$ cat src/rtl/key_pkg.sv
// Shared definitions for the key front end: one-hot decoder states and default
// timing values, also used by the debouncer.
package key_pkg;

    localparam int DEF_LONG_CYCLES = 50_000_000;
    localparam int DEF_GAP_CYCLES  = 15_000_000;
    localparam int DEF_CNT_W       = 26;

    localparam logic [4:0] ST_IDLE      = 5'b00001;
    localparam logic [4:0] ST_HELD1     = 5'b00010;
    localparam logic [4:0] ST_WAIT2     = 5'b00100;
    localparam logic [4:0] ST_HELD2     = 5'b01000;
    localparam logic [4:0] ST_LONG_HELD = 5'b10000;

    typedef enum logic [4:0] {
        IDLE      = ST_IDLE,
        HELD1     = ST_HELD1,
        WAIT2     = ST_WAIT2,
        HELD2     = ST_HELD2,
        LONG_HELD = ST_LONG_HELD
    } key_state_e;

endpackage

$ cat src/rtl/evt_timer.sv
// Saturating cycle counter with clear/enable and a terminal-value compare.
module evt_timer
    import key_pkg::*;
#(
    parameter int CNT_W = DEF_CNT_W
) (
    input  logic             clk,
    input  logic             n_rst,
    input  logic             clr,
    input  logic             en,
    input  logic [CNT_W-1:0] term,
    output logic             at_term
);

    logic [CNT_W-1:0] cnt_q, cnt_d;

    always_comb begin
        cnt_d = cnt_q;
        if (clr) begin
            cnt_d = '0;
        end else if (en && (cnt_q != {CNT_W{1'b1}})) begin
            cnt_d = cnt_q + 1'b1;
        end
    end

    always_ff @(posedge clk) begin
        if (!n_rst) begin
            cnt_q <= '0;
        end else begin
            cnt_q <= cnt_d;
        end
    end

    // >= rather than == so a terminal edge swallowed by a protocol-error cycle still fires next cycle.
    assign at_term = (cnt_q >= term);

endmodule

$ cat src/rtl/key_event_decoder.sv
// Classifies debounced key press/release pulses into short, long and double
// click events; all outputs are registered one-cycle pulses (busy is a level).
module key_event_decoder
    import key_pkg::*;
#(
    parameter int LONG_CYCLES = DEF_LONG_CYCLES,
    parameter int GAP_CYCLES  = DEF_GAP_CYCLES,
    parameter int CNT_W       = DEF_CNT_W
) (
    input  logic clk,
    input  logic n_rst,
    input  logic key_press,
    input  logic key_release,
    output logic short_evt,
    output logic long_evt,
    output logic double_evt,
    output logic proto_err,
    output logic busy
);

    localparam logic [CNT_W-1:0] LONG_TERM = CNT_W'(LONG_CYCLES - 1);
    localparam logic [CNT_W-1:0] GAP_TERM  = CNT_W'(GAP_CYCLES - 1);

    key_state_e state_q, state_d;
    logic short_q, short_d;
    logic long_q, long_d;
    logic double_q, double_d;
    logic proto_q, proto_d;
    logic busy_q, busy_d;

    logic press_v, rel_v, both;
    logic tmr_clr, tmr_en, tmr_at_term;
    logic [CNT_W-1:0] tmr_term;

    assign both    = key_press & key_release;
    assign press_v = key_press & ~key_release;
    assign rel_v   = key_release & ~key_press;

    always_comb begin
        state_d  = state_q;
        short_d  = 1'b0;
        long_d   = 1'b0;
        double_d = 1'b0;
        proto_d  = both;
        if (!both) begin
            unique case (state_q)
                IDLE: begin
                    if (press_v) state_d = HELD1;
                end
                HELD1: begin
                    if (tmr_at_term) begin
                        long_d  = 1'b1;
                        state_d = rel_v ? IDLE : LONG_HELD;
                    end else if (rel_v) begin
                        state_d = WAIT2;
                    end
                end
                WAIT2: begin
                    // A press on the timeout edge still counts as the second click.
                    if (press_v) begin
                        state_d = HELD2;
                    end else if (tmr_at_term) begin
                        short_d = 1'b1;
                        state_d = IDLE;
                    end
                end
                HELD2: begin
                    if (rel_v) begin
                        double_d = 1'b1;
                        state_d  = IDLE;
                    end
                end
                LONG_HELD: begin
                    if (rel_v) state_d = IDLE;
                end
                default: state_d = IDLE;
            endcase
        end
        busy_d = (state_d != IDLE);
    end

    assign tmr_clr  = (state_d != state_q);
    assign tmr_en   = (state_q == HELD1) || (state_q == WAIT2);
    assign tmr_term = (state_q == WAIT2) ? GAP_TERM : LONG_TERM;

    evt_timer #(.CNT_W(CNT_W)) u_timer (
        .clk     (clk),
        .n_rst   (n_rst),
        .clr     (tmr_clr),
        .en      (tmr_en),
        .term    (tmr_term),
        .at_term (tmr_at_term)
    );

    always_ff @(posedge clk) begin
        if (!n_rst) begin
            state_q  <= IDLE;
            short_q  <= 1'b0;
            long_q   <= 1'b0;
            double_q <= 1'b0;
            proto_q  <= 1'b0;
            busy_q   <= 1'b0;
        end else begin
            state_q  <= state_d;
            short_q  <= short_d;
            long_q   <= long_d;
            double_q <= double_d;
            proto_q  <= proto_d;
            busy_q   <= busy_d;
        end
    end

    assign short_evt  = short_q;
    assign long_evt   = long_q;
    assign double_evt = double_q;
    assign proto_err  = proto_q;
    assign busy       = busy_q;

endmodule

$ cat config.mk
export PLATFORM = sky130hd
export DESIGN_NAME = key_event_decoder
export DESIGN_NICKNAME = d
export VERILOG_FILES = /design/src/rtl/key_pkg.sv /design/src/rtl/evt_timer.sv /design/src/rtl/key_event_decoder.sv
export SDC_FILE = /design/constraint.sdc
export NUM_CORES = 1
export LEC_CHECK = 0
export ABC_AREA = 1
export CELL_PAD_IN_SITES_DETAIL_PLACEMENT = 1
export CELL_PAD_IN_SITES_GLOBAL_PLACEMENT = 2
export CORE_MARGIN = 2
export CORE_UTILIZATION = 30
export CTS_CLUSTER_SIZE = 30
export DETAILED_ROUTE_END_ITERATION = 10
export PLACE_DENSITY = 0.69
export SLEW_MARGIN = 10
export SYNTH_ARGS = -nofsm -noshare
export SYNTH_HDL_FRONTEND = slang
export SYNTH_SLANG_ARGS = --single-unit
$ cat constraint.sdc
create_clock -name clk -period 5.7 [get_ports clk]
set_clock_uncertainty 0.1 [all_clocks]
set_input_delay 1.425 -clock clk [delete_from_list [all_inputs] [get_ports clk]]
set_output_delay 1.425 -clock clk [all_outputs]
set_load 0.01 [all_outputs]
==> run metrics <==
status complete, no violations; synth unique cells 34; nets 427; NetSw 0.1447 mW; Pins Over Slew Limit 0; Chip Height 100.1 um; Final Cycle Share 62.09%; antenna-violating nets left 0; power density over the cells 169.5 nW/um^2; # fillers 1,186; FMAX 0.2826 GHz; hpwl dp 6.079 mm; ranking of synthesized cells by area dfxtp_1 (26%), nand2_1 (12%), nor3_2 (7.6%), nor2_1 (6.4%), inv_1 (5.7%); post-synthesis cell area 2768 sq um; number of synthesized flops with an enable pin 0; Hold Buf Count CTS 0; # diodes 0; GRT overflow 0; peak supply drop 0.09102 mV; vias in the first global route 2,613; final hold vios 0; max-cap viol count 0; crit path DAT 3.66 ns; syn_area_per_cell 6.800 sq um; CTS tree done; # DRC 0; first-pass GRT wire length 13.69 mm; Die W 100.1 um; number of cells after detailed placement 517; I/O Buffers 8; CP startpoint kind input pin; Slew Limit Headroom 59.78%; initial antenna violation count 0; Post-Synthesis Net Count 421; Avg WL per Cell 15.04 um; starting density of the core 30.38%; die area 10,010 sq um; crit path max fanout 26; post-synthesis sequential area ratio 26.04%; Synth top area share 26.04%; P&R area growth vs syn 8.409%; FP Rows 35; commonest non-fill, non-tap cell in the layout nand2_1; sequential cell area 720.7 sq um; cell internal pwr 0.3640 mW; Lkg Pwr 1.142 nW; HP Class register to register; clock slew at reported path FFs 0.09 ns; Worst-Margin Slew 0.6033 ns; Critical Path Sink Type register; fraction of layout instances using a drive strength above 1 16.67%; synth warn 0; Synth Register Bits 36; setup violators final 0; Root Driver clkbuf_8; Core ar. 9109 sq um; commonest cells after routing, fill and taps aside nand2_1 (87), nor2_1 (47), inv_1 (42); footprint of the multi-input gates 1743 sq um; Ports 9; Pre-Repair DR Iteration Count 4; Final Critical Period 3.539 ns; worst endpoint required time 5.82 ns; Clock Path Buffers 2; Reg power frac 50.3%; post-CTS setup buffers 0; Synth area leader dfxtp_1; Layout Cells excl Fill 525; gr usage total 17.21%; # resized after CTS 0; clk sinks 36; clock power share 39.3%; Sw Share 28.44%; largest net degree at the start of global routing 27; Avg Vias per Cell 4.783; GPL Wtd Cong 0.8301; Num CTS Buffers 5; total length of routed wires 7.894 mm; Fin Setup TNS 0 ns; R2R Setup Slk 2.46 ns; routed vias 2,511; RSZ-0062 raised after global routing no; combinational power share 10.4%; Clock Latency Late Sink 0.30 ns; Synth Instances 407; Top FF cell, synth dfxtp_1; share of synthesized registers carrying an async set or reset 0%; DR iter-0 viols 72; Crit Path Class input pin to register; H-tree levels 2
[layout make-up]
type,instances,area share [%]
multi-input cells,303,58.09
flip-flops and latches,36,24.02
inverters,58,7.256
well taps,111,4.629
repair buffers,9,2.919
clock buffers,6,2.752
clock inverters,2,0.3336
[Yosys cell counts, drive strengths merged, types with 4 or more instances]
cell type and number:
inv 58, a21boi 4, a21oi 16, nor2 56, ha 10, nand4 13, nor3 37, nand2 93
o21ai 13, xnor2 7, dfxtp 36, nand3 30, xor2 16, buf 10
[path summary, 6_finish.rpt]
| path | startpoint | endpoint | depth (start not counted) |
|---|---|---|---|
| max | key_press | u_timer.cnt_q[15] | 11 |
| min | u_timer.cnt_q[1] | u_timer.cnt_q[1] | 4 |
| max reg2reg | state_q[1] | u_timer.cnt_q[15] | 17 |
| min reg2reg | u_timer.cnt_q[1] | u_timer.cnt_q[1] | 4 |
[logic make-up after synthesis]
group | count (synthesis) | synth area share (%)
adder cells (fa/ha/maj) | 10 | 4.521
AO/OA/AOI/OAI | 36 | 7.324
XOR/XNOR | 23 | 7.278
flip-flops | 36 | 26.04
AND/OR/NAND/NOR | 234 | 43.85
buffers and inverters | 68 | 10.99
[sequential cells by signal (all words and copies together) (netlist names)]
register / count
short_evt: 1
proto_err: 1
state_q: 5
u_timer.cnt_q: 26
long_evt: 1
busy: 1
double_evt: 1
[routing by layer]
metal / wire length [um] / global-route usage [%]
met5: 0 / 0
met4: 82 / 3.477
met3: 135 / 2.228
met2: 3260 / 26.35
met1: 4415 / 25.89
[power by group through the flow]
stage               clock (mW)  combinational [mW]  sequential, mW
finish                   0.200              0.0529           0.256
floorplan                    0              0.0410           0.262
global placement             0              0.0534           0.262
CTS                      0.208              0.0534           0.256
global route             0.216              0.0595           0.256
detailed placement           0              0.0531           0.262
[stage by stage]
step / power (mW) / util, % / setup WS, ns / hold WS, ns / area (sq um)
2_1_floorplan: 0.3028 / - / 3.001 / 0.4475 / 2768
3_3_place_gp: 0.3151 / 31.92 / 1.880 / 0.4860 / 2908
3_5_place_dp: 0.3147 / 31.92 / 1.869 / 0.5057 / 2908
4_1_cts: 0.5168 / 32.94 / 2.179 / 0.5186 / 3000
5_1_grt: 0.5314 / 32.94 / 1.898 / 0.5764 / 3000
6_report: 0.5087 / 32.94 / 2.161 / 0.5133 / 3000
[worst max-delay path, cell delays in order]
cell and delay [ns]:
clkdlybuf4s50_1 0.52, inv_1 0.11, nand2_1 0.26, nand2_1 0.08, a21oi_1 0.16, nand3_1 0.10
a21oi_1 0.14, nand2_1 0.10, nand3_1 0.12, nand3_4 0.37, nor3_1 0.26
Power figures use the tool's default switching activity.
